<file path="src/rtl/approx_mult_pkg.sv">
`default_nettype none
// ============================================================================
// Package  : approx_mult_pkg
// Purpose  : Shared definitions for the split-operand approximate multiplier.
//            Approximation mode encodings and the truncation-mask helper.
// Revision : 1.0 - initial release
// ============================================================================
package approx_mult_pkg;

  // Approximation mode encodings (bit0 -> LL approx, bit1 -> LH/HL approx)
  localparam logic [1:0] MODE_EXACT = 2'b00;
  localparam logic [1:0] MODE_LL    = 2'b01;
  localparam logic [1:0] MODE_MID   = 2'b10;
  localparam logic [1:0] MODE_ALL   = 2'b11;

  // Mask with the low 'trunc' bits cleared and all others set. Callers take
  // the low slice they need; sub-products up to 64 bits are covered.
  function automatic logic [63:0] trunc_mask(input int trunc);
    trunc_mask = ~((64'd1 << trunc) - 64'd1);
  endfunction

endpackage : approx_mult_pkg
`default_nettype wire

</file>
<file path="src/rtl/trunc_sub_mult.sv">
`default_nettype none
// ============================================================================
// Module   : trunc_sub_mult
// Purpose  : Combinational H x H unsigned multiplier whose product can have
//            its low TRUNC bits cleared on request.
// Ports    : a, b   - H-bit unsigned operands
//            approx - 1 clears product bits [TRUNC-1:0]
//            p      - 2H-bit product
// Revision : 1.0 - initial release
// ============================================================================
module trunc_sub_mult
  import approx_mult_pkg::*;
#(
  parameter int H     = 4,
  parameter int TRUNC = 2
) (
  input  logic [H-1:0]   a,
  input  logic [H-1:0]   b,
  input  logic           approx,
  output logic [2*H-1:0] p
);

  localparam int              c_PW        = 2 * H;
  localparam logic [63:0]     c_MASK_FULL = trunc_mask(TRUNC);
  localparam logic [c_PW-1:0] c_MASK      = c_MASK_FULL[c_PW-1:0];

  logic [c_PW-1:0] w_exact;

  // Operands widened first so the product keeps all 2H bits.
  assign w_exact = c_PW'(a) * c_PW'(b);
  assign p       = approx ? (w_exact & c_MASK) : w_exact;

endmodule : trunc_sub_mult
`default_nettype wire

</file>
<file path="src/rtl/approx_mult_pipe.sv">
`default_nettype none
// ============================================================================
// Module   : approx_mult_pipe
// Purpose  : Three-stage pipelined split-operand multiplier with per-request
//            approximation of the LL and LH/HL sub-products, valid/ready flow
//            control, pass-through tag and saturating completion counter.
// Ports    : clk, rst_n                - clock, async active-low reset
//            in_valid/in_ready         - request handshake
//            in_a, in_b                - WIDTH-bit unsigned operands
//            in_mode                   - approximation mode
//            in_tag                    - user tag, returned with result
//            out_valid/out_ready       - result handshake
//            out_p, out_tag            - product and its tag
//            op_count                  - completed result handshakes
// Revision : 1.0 - initial release
// ============================================================================
module approx_mult_pipe
  import approx_mult_pkg::*;
#(
  parameter int WIDTH = 8,
  parameter int TRUNC = 2,
  parameter int TAG_W = 4,
  parameter int CNT_W = 16
) (
  input  logic               clk,
  input  logic               rst_n,
  input  logic               in_valid,
  output logic               in_ready,
  input  logic [WIDTH-1:0]   in_a,
  input  logic [WIDTH-1:0]   in_b,
  input  logic [1:0]         in_mode,
  input  logic [TAG_W-1:0]   in_tag,
  output logic               out_valid,
  input  logic               out_ready,
  output logic [2*WIDTH-1:0] out_p,
  output logic [TAG_W-1:0]   out_tag,
  output logic [CNT_W-1:0]   op_count
);

  localparam int c_H  = WIDTH / 2;
  localparam int c_PW = 2 * c_H;
  localparam int c_SW = 2 * WIDTH + 1;

  // Global advance: every stage moves together or holds together.
  logic w_adv;

  // Stage 1: operands, mode, tag
  logic               r_s1_valid;
  logic [WIDTH-1:0]   r_s1_a;
  logic [WIDTH-1:0]   r_s1_b;
  logic [1:0]         r_s1_mode;
  logic [TAG_W-1:0]   r_s1_tag;

  // Stage 2: sub-products
  logic               r_s2_valid;
  logic [c_PW-1:0]    r_s2_hh;
  logic [c_PW-1:0]    r_s2_hl;
  logic [c_PW-1:0]    r_s2_lh;
  logic [c_PW-1:0]    r_s2_ll;
  logic [TAG_W-1:0]   r_s2_tag;

  // Stage 3: final result
  logic               r_s3_valid;
  logic [2*WIDTH-1:0] r_s3_p;
  logic [TAG_W-1:0]   r_s3_tag;
  logic [CNT_W-1:0]   r_count;

  logic               w_ll_approx;
  logic               w_mid_approx;
  logic [c_PW-1:0]    w_hh;
  logic [c_PW-1:0]    w_hl;
  logic [c_PW-1:0]    w_lh;
  logic [c_PW-1:0]    w_ll;
  logic [c_SW-1:0]    w_sum;

  assign w_adv    = !r_s3_valid || out_ready;
  assign in_ready = w_adv;

  assign w_ll_approx  = (r_s1_mode == MODE_LL)  || (r_s1_mode == MODE_ALL);
  assign w_mid_approx = (r_s1_mode == MODE_MID) || (r_s1_mode == MODE_ALL);

  trunc_sub_mult #(.H(c_H), .TRUNC(TRUNC)) u_hh (
    .a      (r_s1_a[WIDTH-1:c_H]),
    .b      (r_s1_b[WIDTH-1:c_H]),
    .approx (1'b0),
    .p      (w_hh)
  );

  trunc_sub_mult #(.H(c_H), .TRUNC(TRUNC)) u_hl (
    .a      (r_s1_a[WIDTH-1:c_H]),
    .b      (r_s1_b[c_H-1:0]),
    .approx (w_mid_approx),
    .p      (w_hl)
  );

  trunc_sub_mult #(.H(c_H), .TRUNC(TRUNC)) u_lh (
    .a      (r_s1_a[c_H-1:0]),
    .b      (r_s1_b[WIDTH-1:c_H]),
    .approx (w_mid_approx),
    .p      (w_lh)
  );

  trunc_sub_mult #(.H(c_H), .TRUNC(TRUNC)) u_ll (
    .a      (r_s1_a[c_H-1:0]),
    .b      (r_s1_b[c_H-1:0]),
    .approx (w_ll_approx),
    .p      (w_ll)
  );

  // Summed one bit wider than the result; the top bit is provably zero.
  assign w_sum = (c_SW'(r_s2_hh) << WIDTH)
               + ((c_SW'(r_s2_hl) + c_SW'(r_s2_lh)) << c_H)
               + c_SW'(r_s2_ll);

  always_ff @(posedge clk or negedge rst_n) begin
    if (!rst_n) begin
      r_s1_valid <= 1'b0;
      r_s1_a     <= '0;
      r_s1_b     <= '0;
      r_s1_mode  <= MODE_EXACT;
      r_s1_tag   <= '0;
      r_s2_valid <= 1'b0;
      r_s2_hh    <= '0;
      r_s2_hl    <= '0;
      r_s2_lh    <= '0;
      r_s2_ll    <= '0;
      r_s2_tag   <= '0;
      r_s3_valid <= 1'b0;
      r_s3_p     <= '0;
      r_s3_tag   <= '0;
    end else if (w_adv) begin
      // Bubbles travel like data: data registers load regardless of valid.
      r_s1_valid <= in_valid;
      r_s1_a     <= in_a;
      r_s1_b     <= in_b;
      r_s1_mode  <= in_mode;
      r_s1_tag   <= in_tag;
      r_s2_valid <= r_s1_valid;
      r_s2_hh    <= w_hh;
      r_s2_hl    <= w_hl;
      r_s2_lh    <= w_lh;
      r_s2_ll    <= w_ll;
      r_s2_tag   <= r_s1_tag;
      r_s3_valid <= r_s2_valid;
      r_s3_p     <= (2*WIDTH)'(w_sum);
      r_s3_tag   <= r_s2_tag;
    end
  end

  always_ff @(posedge clk or negedge rst_n) begin
    if (!rst_n) begin
      r_count <= '0;
    end else if (r_s3_valid && out_ready && (r_count != {CNT_W{1'b1}})) begin
      r_count <= r_count + 1'b1;
    end
  end

  assign out_valid = r_s3_valid;
  assign out_p     = r_s3_p;
  assign out_tag   = r_s3_tag;
  assign op_count  = r_count;

endmodule : approx_mult_pipe
`default_nettype wire

</file>
<file path="config.mk">
export PLATFORM = sky130hd
export DESIGN_NAME = approx_mult_pipe
export DESIGN_NICKNAME = d
export VERILOG_FILES = /design/src/rtl/approx_mult_pkg.sv /design/src/rtl/trunc_sub_mult.sv /design/src/rtl/approx_mult_pipe.sv
export SDC_FILE = /design/constraint.sdc
export NUM_CORES = 1
export LEC_CHECK = 0
export ABC_AREA = 1
export CORE_MARGIN = 5
export CORE_UTILIZATION = 53
export CTS_CLUSTER_DIAMETER = 50
export DETAILED_ROUTE_END_ITERATION = 10
export PLACE_DENSITY = 0.82
export SLEW_MARGIN = 20
export SYNTH_ARGS = -nofsm -noshare
export SYNTH_HDL_FRONTEND = slang
export SYNTH_SLANG_ARGS = --single-unit
</file>
<file path="constraint.sdc">
create_clock -name clk -period 2.8 [get_ports clk]
set_clock_uncertainty 0.15 [all_clocks]
set_input_delay 0.28 -clock clk [delete_from_list [all_inputs] [get_ports clk]]
set_output_delay 0.28 -clock clk [all_outputs]
set_load 0.01 [all_outputs]
</file>
Yosys cells after proc, flatten, opt, wreduce, memory -nomap -nowiden
Cells that the tools add are included.
{"block": "op_classes", "reduce_logical": 6, "n_addsub": 4, "n_eq_ne": 4, "n_mul": 4, "muxes": 3}
{"operator": "$mul 4x4->8", "n": 4}
{"operator": "$add 16x1->16 const B", "n": 1}
{"operator": "$add 16x13->16", "n": 1}
{"operator": "$add 16x8->16", "n": 1}
{"operator": "$ne 16x16->1 const B", "n": 1}
{"operator": "$add 8x8->9", "n": 1}
{"operator": "$mux 2", "n": 3}
{"operator": "$eq 2x2->1 const B", "n": 2}
{"operator": "$logic_or 1x1->1", "n": 3}
{"operator": "$eq 2x1->1 const B", "n": 1}
{"operator": "$logic_and 1x1->1", "n": 2}
{"operator": "$logic_not 1->1", "n": 1}
{"block": "word_totals", "elab_cells": 36, "in_bits": 26, "reg_bits": 97}

Depth between registers and ports, before layout
Gate-level depths: netlist (run 1).
{"block": "depth", "ltp_word": 3, "depth_mapped": 18}

Hierarchy
From an unflattened synthesis (run 1), not the netlist that was laid out.
{"block": "hier_totals", "hier_cells": 909, "area_unflattened_um2": 6784.0}
{"module": "approx_mult_pipe", "instances": 1, "cells_each": 623, "area_each_um2": 4907.2}
{"module": "trunc_sub_mult at u_hh ...", "instances": 2, "cells_each": 72, "area_each_um2": 473.0}
{"module": "trunc_sub_mult at u_lh ...", "instances": 2, "cells_each": 71, "area_each_um2": 465.4}

Worst setup path before layout (run 1)
OpenSTA, ideal clock, no wires.
{"block": "synth_path", "kind": "register to register", "start": "reg r_s1_a[0]", "end": "reg r_s2_lh[6]", "slack_ns": -0.280, "period_less_slack_ns": 3.080, "setup_time_ns": 0.082, "arrival_time_ns": 2.848, "path_stages_with_launch": 14, "required_ns": 2.568, "path_cell_list": "dfrtp_1 > clkbuf_1 > nand2_1 > fa_1 > inv_1 > fa_1 > inv_1 > fa_1 > inv_1 > nand2_1 > nand2_1 > a21oi_1 > or2_2 > a31oi_1"}
{"block": "synth_via", "elab_chain_cells": 1}
{"item": "start: declaration", "line": "approx_mult_pipe.sv:49", "text": "logic [WIDTH-1:0] r_s1_a;"}
{"item": "start signal: assignment", "line": "approx_mult_pipe.sv:134", "text": "r_s1_a <= in_a;"}
{"item": "$mul 4x4->8", "line": "trunc_sub_mult.sv:30", "text": "assign w_exact = c_PW'(a) * c_PW'(b);"}
{"item": "end signal: assignment", "line": "approx_mult_pipe.sv:141", "text": "r_s2_lh <= w_lh;"}
{"item": "end: declaration", "line": "approx_mult_pipe.sv:58", "text": "logic [c_PW-1:0] r_s2_lh;"}
Every way passes these cells.
A chain may end at the register's enable or synchronous reset.

Worst setup path in the final report (run 1)
{"block": "layout_path", "start": "reg r_s1_b[5]", "end": "reg r_s2_lh[6]"}
{"block": "layout_via", "elab_chain_cells": 1}
{"item": "start: declaration", "line": "approx_mult_pipe.sv:50", "text": "logic [WIDTH-1:0] r_s1_b;"}
{"item": "start signal: assignment", "line": "approx_mult_pipe.sv:135", "text": "r_s1_b <= in_b;"}
{"item": "$mul 4x4->8", "line": "trunc_sub_mult.sv:30"}
Every way passes these cells.

==> impl_results.md, run 1 <==
- Hold Crit Start: in_b[4]
- Ys async rst share: 100%
- Unrepaired setup endpoints after global routing: yes
- Root Driver: clkbuf_16
- PD cells: around 1000 nW/um^2
- Pint: between 0.004 and 0.005 W
- Die area: 14,900 sq um
- Longest Clk Path Bufs: 2
- Clock sink count: between 90 and 100
- CP max stage delay: between 0.5 and 0.6 ns
- WHS Path Cells: 3
- Max_cap viols: 0
- Total negative slack: -0.0714 ns
- Vias in the first global route: 5,675
- Inserted Clock Buffers: 9
- Logic gate share of total power: 60.1%
- Fmax: roughly 0.35 GHz
- Synth top area cells: dfrtp_1, nand2_1, ha_1
- GPL Wtd Cong: a little over 0.9
- Post-DP HPWL: around 11,000 um
- Final wirelength: 16,200 um
- Critical Path RT: 2.94 ns
- CTS H-tree lvls: 3
- CP Cell Sequence: buf_4 -> nand2_2 -> fa_1 -> inv_2 -> fa_1 -> inv_2 -> fa_2 -> inv_2 -> nand2_2 -> nand2_2 -> a21oi_2 -> or2_4 -> a31oi_1
- Clk pwr share: 14.1%
- Worst reg2reg setup slack: -0.07 ns
- Initial antenna violation count: 0
- Post-synth cell types: 30
- Row count: 41
- Clock latency on the worst-skew pair: between 0.3 and 0.4 ns
- Yosys top cell area share: between 30% and 40%
- FF-to-FF path depth: 13
- Grt total ovfl: 0
- Total track usage: 21.6%
- Antenna-violating nets left: 0
- Cell taking the most area after synthesis: dfrtp_1
- Critical Path End Type: flop
- Mean Syn Cell Area: 7.62 sq um
- Largest net degree at the start of global routing: 91
- Via-to-Cell Ratio: roughly 5.1
- Die Y-Extent: 122 um
- NetSw: between 0.003 and 0.004 W
- Most frequent cell after synthesis: nand2_1
- Maximum VDD drop: just over 0.5 mV
- HP Class: input port to flop
- Crit Path Max Fanout: 3
- Final cell count without fillers: between 1,000 and 1,500
- Area of the multi-input gates: 4020 sq um
- Clk slew on worst S/H paths: around 0.080 ns
- First-pass GRT wire length: between 20,000 and 30,000 um
- Static leakage: about 4.6 nW
- Seq pwr share: between 20% and 30%
- FF+latch area: around 2400 sq um
- Crit Path Category: flop to flop
- Crit path DAT: ~3.0 ns
- Crit start category: flop
- Status: finished with violations
- Final Cycle Share: 103%
- Core Box Area: between 10,000 and 15,000 sq um
- Util after Layout: 68.1%
- Antenna cell count: 0
- Yosys Warn Count: 0
- WL/cell: between 10 and 15 um
- Starting Density: 53.5%
- Seq/Total Area, Yosys: roughly 36%
- DRC: 0
- Final Max Slew Viols: 0
- Switching share of total power: roughly 45%
- Synth cell count leaders: nand2_1, inv_1, dfrtp_1, ha_1
- Area Growth Syn to Fin: 27.2%
- Reg2reg start: r_s1_b[5]
- 1st-pass router iterations: 5
- Fraction of layout cells with a size suffix above 1: 16.4%
- EDFF count, synth: 0
- Cell count after synthesis: slightly below 900
- Final Hold Viols: 0
- Slowest-stage cell, CP: fa_1
- Hold EP: r_s1_b[4]
- Nets: around 1,100
- Port Buffer Count: 63
- Failing checks: setup timing
- Synthesized Nets: just under 1,000
- Die X-Extent: approximately 120 um
- Reg2reg end: r_s2_lh[6]
- Tmin final: 2.87 ns
- Seq cells post-synth: a little under 100
- Vias: just under 6,000
- Dpl cells: approximately 1,100
- Initial drt markers: a little over 400
- # setup viols final: 1
- Main synth FF type: dfrtp_1
- Worst-Margin Slew: ~0.66 ns
- Final setup margin: -0.0714 ns
- CTS tree: done
- I/O pins: 64
- Slew margin rel.: a little under three fifths
- Mapped Area: about 6700 sq um
- # fillers: 937
==> placed cells by master, fill, tap and decap left out, types with 9 or more instances in the layout <==
master / instances
o21ai_0: 41
inv_2: 10
nand2_2: 14
nand2_1: 314
dfrtp_1: 91
ha_1: 47
inv_1: 113
a21oi_1: 16
nor2_1: 19
clkdlybuf4s50_1: 62
nand4_1: 15
ha_4: 16
nand3_1: 38
xnor2_1: 10
fa_1: 11
xor2_1: 14
buf_4: 44
clkbuf_16: 9
==> worst max path at each step <==
stage,startpoint,end,slack [ns],cells past startpoint
floorplan,r_s1_a[0],r_s2_lh[6],0.003,13
global placement,r_s1_a[0],r_s2_lh[6],-0.02,12
detailed placement,r_s1_a[0],r_s2_ll[7],-0.09,11
CTS,r_s1_a[2],r_s2_lh[6],-0.05,12
global route,r_s1_b[5],r_s2_lh[6],-0.16,13
finish,r_s1_b[5],r_s2_lh[6],-0.07,13
==> repair_timing <==
action | in CTS | in global routing
gates resized for setup | 12 | 78
hold buffers | 1 | 0
endpoints found under the setup margin | 9 | 21
hold endpoints to repair | 48 | 0
pin swaps | 11 | 35
setup buffers | 7 | 8
==> area by class of cell <==
cell class	instances	share of cell area (%)
clock buffers	9	2.65
clock inverters	7	0.870
inverters	123	5.44
multi-input cells	621	47.4
flip-flops and latches	97	28.7
well taps	172	2.54
repair buffers	113	12.4
==> registers in the layout (all words and copies together) (netlist names), 8 cells and up <==
signal	count
r_s1_a	8
out_p	16
r_s2_hl	8
r_s2_ll	8
op_count	16
r_s2_lh	8
r_s2_hh	8
r_s1_b	8
==> layer usage <==
layer	share of wire [%]	global-route usage (%)	vias to the layer above
li1	-	-	2920
met1	43	28.3	2705
met2	50	36.5	185
met3	5.2	3.44	37
met4	2.5	7.56	0
met5	0	0	-
==> logic make-up (layout without fill, tap and decap cells) <==
group	Yosys count	after routing	share of synthesized area, %
AOI/OAI and AO/OA	76	76	6.32
buffers and inverters	157	252	9.08
xor gates and xnor gates	25	25	3.28
adders and majority gates	85	85	18.0
DFF	97	97	36.4
and+or+nand+nor	435	435	27.0
==> worst max-delay path, delay by kind of cell, from the launching register on <==
family / cells / cell delay (ns)
buffers and inverters: 4 / 0.28
DFF: 1 / 0.37
and+or+nand+nor: 4 / 0.40
adders and majority gates: 3 / 1.34
AOI/OAI and AO/OA: 2 / 0.23
==> stage by stage <==
stage / total power, W / setup WS [ns] / instance area (sq um) / hold slack, ns
floorplan: 0.00524 / 0.00345 / 6730 / -0.166
global placement: 0.00649 / -0.0181 / 7680 / 0.198
finish: 0.00885 / -0.0714 / 8480 / 0.287
CTS: 0.00803 / -0.0532 / 8090 / 0.285
global route: 0.00962 / -0.155 / 8480 / 0.294
detailed placement: 0.00660 / -0.0895 / 7680 / 0.197
==> power by group through the flow <==
| stage | Combinational (W) | Sequential [W] | Clock [W] |
|---|---|---|---|
| 2_1_floorplan | 0.00302 | 0.00222 | 0 |
| 3_3_place_gp | 0.00422 | 0.00226 | 0 |
| 3_5_place_dp | 0.00432 | 0.00228 | 0 |
| 4_1_cts | 0.00451 | 0.00225 | 0.00126 |
| 5_1_grt | 0.00595 | 0.00234 | 0.00132 |
| 6_report | 0.00532 | 0.00229 | 0.00125 |
(Power assumes the default switching activity.)
==> run 2: changes to the inputs <==
CAP_MARGIN = 0   (was not set)
==> results of run 2 <==
Same layout as run 1: the final DEF is identical, and so are final timing and power.
==> run 3: changes to the inputs <==
CORE_UTILIZATION = 55   (was 53)
DONT_BUFFER_PORTS = 1   (was not set)
PLACE_DENSITY = 0.74   (was 0.82)
clock period = 3.6 ns   (was 2.8 ns; I/O delays follow)
==> run 3 against run 2 <==
The flow now finishes without violations. Global-route usage down 1.1 points. Wire length shrank 15%. Cell count down 9.5%. Die area shrank 3.3%. Maximum frequency is 9.8% lower. Sequential power fell by 19%. Non-clock buffer count shrank 83. Critical path depth is 1 lower. First-iteration DRC count shrank 16%. Combinational power decreased by 46%. Sequential cell count unchanged. Largest cell class unchanged. Highest routed layer unchanged.
==> impl_results.md, run 3 (synthesized netlist as in run 1, its figures left out) <==
- Critical Path End Type: flop
- WHS Path Cells: 5 (+2)
- # fillers: 1,081 (+15%)
- Vias: 5,271 (-9.9%)
- Total negative slack: 0 ns (+0.0714 ns)
- Maximum VDD drop: 0.355 mV (-30%)
- Worst reg2reg setup slack: 0.42 ns (+0.49 ns)
- Util after Layout: 61.1% (-7.0 points)
- FF-to-FF path depth: 12 (-1)
- Clock latency on the worst-skew pair: 0.35 ns (-0.02 ns)
- Worst-Margin Slew: 0.879 ns (+0.224 ns)
- Crit start category: flop
- Crit Path Category: flop to flop
- Critical Path RT: 3.71 ns (+0.77 ns)
- Unrepaired setup endpoints after global routing: no
- FF+latch area: 2430 sq um (-0.31%)
- Inserted Clock Buffers: 9 (unchanged)
- Post-route design area: 7300 sq um (-14%)
- Critical path depth in cells: 12 (-1)
- # setup viols final: 0 (-1)
- Row count: 40 (-2.4%)
- Clock sink count: 97 (unchanged)
- Max_cap viols: 0 (unchanged)
- Post-route total power: 0.00563 W (-36%)
- Initial antenna violation count: 0 (unchanged)
- Nets: 993 (-7.7%)
- Most frequent cells in the layout: nand2_1, inv_1, dfrtp_1
- WL/cell: 13.3 um (-6.2%)
- Via-to-Cell Ratio: 5.10 (-0.44%)
- Tmin final: 3.18 ns (+0.312 ns)
- HP Class: input port to flop
- Worst path bufs/invs: 3 (-1)
- CP max stage delay: 0.56 ns (+0.05 ns)
- Slew margin rel.: 41.3% (-15 points)
- Largest net degree at the start of global routing: 98 (+7.7%)
- Fraction of layout cells with a size suffix above 1: 4.51% (-12 points)
- CTS H-tree lvls: 3 (unchanged)
- Post CTS Setup Buffer Count: 0 (-7)
- Clk slew on worst S/H paths: 0.07 ns (about the same)
- Static leakage: 4.20 nW (-8.0%)
- Final wirelength: 13,800 um (-15%)
- GPL Wtd Cong: 0.860 (-5.3%)
- DRC: 0 (unchanged)
- Vias in the first global route: 5,156 (-9.1%)
- Antenna-violating nets left: 0 (unchanged)
- Total track usage: 20.5% (-1.1 points)
- Starting Density: 55.8% (+2.3 points)
- Port Buffer Count: 0 (-100%)
- Grt total ovfl: 0 (unchanged)
- Fmax: 0.314 GHz (-9.8%)
- Root Driver: clkbuf_16
- Die area: 14,400 sq um (-3.3%)
- PD cells: 771 nW/um^2 (-26%)
- Die Y-Extent: 120 um (-1.7%)
- Slowest-stage cell, CP: fa_1
- Final Cycle Share: 88.4% (-14 points)
- Antenna cell count: 0 (unchanged)
- Crit-path leading delay family: adder cells
- Initial drt markers: 346 (-16%)
- Final Hold Viols: 0 (unchanged)
- Final Max Slew Viols: 0 (unchanged)
- Area of the multi-input gates: 3640 sq um (-9.4%)
- Crit path DAT: 3.29 ns (+0.28 ns)
- Post-DP HPWL: 9810 um (-8.1%)
- 1st-pass router iterations: 5 (unchanged)
- Core Box Area: 12,000 sq um (-4.0%)
- CP Cell Sequence: nand2_1 -> fa_1 -> inv_1 -> fa_1 -> inv_1 -> fa_1 -> inv_1 -> nand2_1 -> nand2_1 -> a21oi_1 -> or2_2 -> a31oi_1
- Die X-Extent: 120 um (-1.7%)
- Longest Clk Path Bufs: 2 (unchanged)
- Placed Area: 6750 sq um (-12%)
- Status: finished clean
- CTS tree: done
- First-pass GRT wire length: 24,300 um (-6.1%)
- Crit Path Max Fanout: 9 (+6)
- Most common cell after layout, fill and taps aside: nand2_1
- Area Growth Syn to Fin: 9.51%
- I/O pins: 64 (unchanged)
-- run 3: cell types whose count changed in the layout (fill, tap and decap cells not counted), moves of 7 or more --
cell and change:
fa_1 +7, ha_1 +20, buf_4 -39, fa_2 -7
clkdlybuf4s50_1 -62, nand2_1 +18, dlygate4sd3_1 +23, ha_4 -16
inv_2 -8, inv_1 +8, nand2_2 -14
-- run 3: layer usage --
metal / up-vias / GRT usage (%) / part of all wire [%]
li1: 2744 / - / -
met3: 8 / 4.38 / 4.6
met5: - / 0 / 0
met4: 0 / 4.72 / 0.82
met2: 110 / 32.8 / 46
met1: 2409 / 28.8 / 48
-- run 3: per-stage QoR --
stage / std cells / setup WS [ns] / hold slack [ns]
floorplan: 875 / 0.520 / -0.0856
global route: 1034 / 0.202 / 0.315
finish: 1034 / 0.417 / 0.263
detailed placement: 993 / 0.437 / -0.0831
global placement: 993 / 0.530 / -0.0831
CTS: 1034 / 0.415 / 0.250
-- run 3: path summary, 6_finish.rpt --
| path | start | end |
|---|---|---|
| min in group asynchronous | rst_n | r_s2_tag[1] |
| worst min-delay path | out_ready | op_count[9] |
| worst max-delay path | r_s1_b[7] | r_s2_lh[6] |
| worst max register to register | r_s1_b[7] | r_s2_lh[6] |
| max in group asynchronous | rst_n | r_s1_tag[3] |
| worst min register to register | r_s2_valid | out_valid |
-- run 3: power breakdown --
part | switching (W) | internal [W] | total [W]
Sequential | 0.000395 | 0.00147 | 0.00186
Combinational | 0.00175 | 0.00110 | 0.00285
Clock | 0.000441 | 0.000481 | 0.000921
-- run 3: final cells by class --
| type | instances | area share (%) |
|---|---|---|
| clock buffer | 9 | 3.08 |
| tap | 147 | 2.52 |
| sequential | 97 | 33.2 |
| timing repair buffer | 30 | 4.18 |
| inverter | 123 | 6.32 |
| multi-input combinational | 621 | 49.9 |
| clock inverter | 7 | 0.805 |
-- run 3: what timing repair did --
action                    in CTS  in global routing
hold endpoints to repair     120                  0
hold buffers                  25                  0
gates resized for setup        0                  0
-- run 3: worst register-to-register path, cell delays in order, from the launching register on --
cell and delay, ns:
dfrtp_1 0.51, nand2_1 0.13, fa_1 0.55, inv_1 0.06, fa_1 0.56, inv_1 0.07
fa_1 0.42, inv_1 0.08, nand2_1 0.06, nand2_1 0.06, a21oi_1 0.06, or2_2 0.27
a31oi_1 0.13
==> edit: new RTL, config.mk and constraints of run 1 <==
`WIDTH`: 8 -> 6.
--- a/src/rtl/approx_mult_pipe.sv
+++ b/src/rtl/approx_mult_pipe.sv
@@ -18,5 +18,5 @@
   import approx_mult_pkg::*;
 #(
-  parameter int WIDTH = 8,
+  parameter int WIDTH = 6,
   parameter int TRUNC = 2,
   parameter int TAG_W = 4,
Interface: changed (resized in_a, in_b and out_p); port bits go from 64 to 56. The function was not compared with the original's and may differ.
==> edit against run 1 <==
Sequential share of layout area up 7.5 points; worst setup slack better by 0.32 ns; die area down 28%; global-route usage down 2.8 points; sequential cell count down 16; sequential power down 20%; cell count down 33%; cell area down 34%; power down 44%; routed wire length down 40%; synthesized area down 30%; utilization down 3.5 points; critical endpoint is now out_p[7]$_DFFE_PN0P_.
==> edit: results <==
[critical_path]
r2r_cells = 11
crit_family = simple AND/OR/NAND/NOR gates
cp-endpoint = out_p[7]$_DFFE_PN0P_
crit_path_start = r_s2_lh[2]$_DFFE_PN0P_
r2r_slack_ns = 0.25
critPathArrivalTime_ns = 2.68

[route]
wl_met3_um = 373
vias = 3856
wirelength_um = 9710
drt_iter0_markers = 177

[status]
outcome = finished clean

[power]
p_leak_nw = 2.97

[synth]
synth.distinct_cells = 25
syn_area_per_cell_um2 = 7.87
synthesis.nets = 661
synth_common_cells = 254 x nand2_1, 81 x dfrtp_1, 68 x inv_1, 34 x ha_1, 32 x o21ai_0
yosysSeqAreaShare = 0.433

[hold_path]
holdPathEnd = r_s1_b[2]$_DFFE_PN0P_

[place]
gp_congestion = 0.845
hpwl_um = 7030
portBuffers = 55

[grt]
grt_usage = 0.188
grt_pass1_wl_um = 17300

[clocking]
root_buffer = clkbuf_8

[sta]
max_freq_mhz = 392
relSlewSlack = 0.524
worst_hold_slack_ns = 0.293

[layout]
stdcell_count = 765
fillCellCount = 750
fin_nets = 718
drive_above_1_share = 0.0518
==> edit: cell count changes after synthesis, sizes merged, moves of 9 or more <==
| cell | run 1 | this run |
|---|---|---|
| dfrtp | 97 | 81 |
| inv | 123 | 70 |
| o21ai | 49 | 33 |
| nand4 | 15 | 6 |
| ha | 67 | 34 |
| nor3 | 9 | 0 |
| nand3 | 45 | 28 |
| nand2 | 332 | 255 |
| clkbuf | 31 | 11 |
==> edit: cell families after synthesis <==
kind of cell / Yosys count / synth area share
flip-flops: 81 / 0.433
adder cells (fa/ha/maj): 44 / 0.134
buffers and inverters: 84 / 0.0695
XOR/XNOR: 18 / 0.0337
AO/OA/AOI/OAI: 51 / 0.0596
AND/OR/NAND/NOR: 317 / 0.271
==> edit: cell type report <==
type / count / share of cell area
Sequential cell: 81 / 0.362
Tap cell: 108 / 0.0241
Inverter: 70 / 0.0469
Timing Repair Buffer: 60 / 0.108
Clock buffer: 9 / 0.0221
Multi-Input combinational cell: 430 / 0.419
Clock inverter: 7 / 0.0181
==> edit: where the power goes <==
| part | internal (mW) | switching, mW |
|---|---|---|
| combinational | 0.946 | 1.19 |
| sequential | 1.53 | 0.305 |
| clock | 0.510 | 0.465 |
==> edit: repair_timing <==
item                                   4_1_cts  5_1_grt
setup endpoints to repair                    0        2
hold buffers                                 1        0
gates resized for setup                      0        4
buffers inserted                             0        2
endpoints found under the hold margin       81        0
==> edit: per-layer routing <==
layer,vias up,track usage
met3,15,0.0298
li1,1961,-
met4,0,0.0722
met5,-,0
met2,77,0.310
met1,1803,0.249
==> edit: worst min-delay path: cells and delay by family <==
family / cells / cell delay, ns
buffers and inverters: 1 / 0.39
AND/OR/NAND/NOR: 2 / 0.10
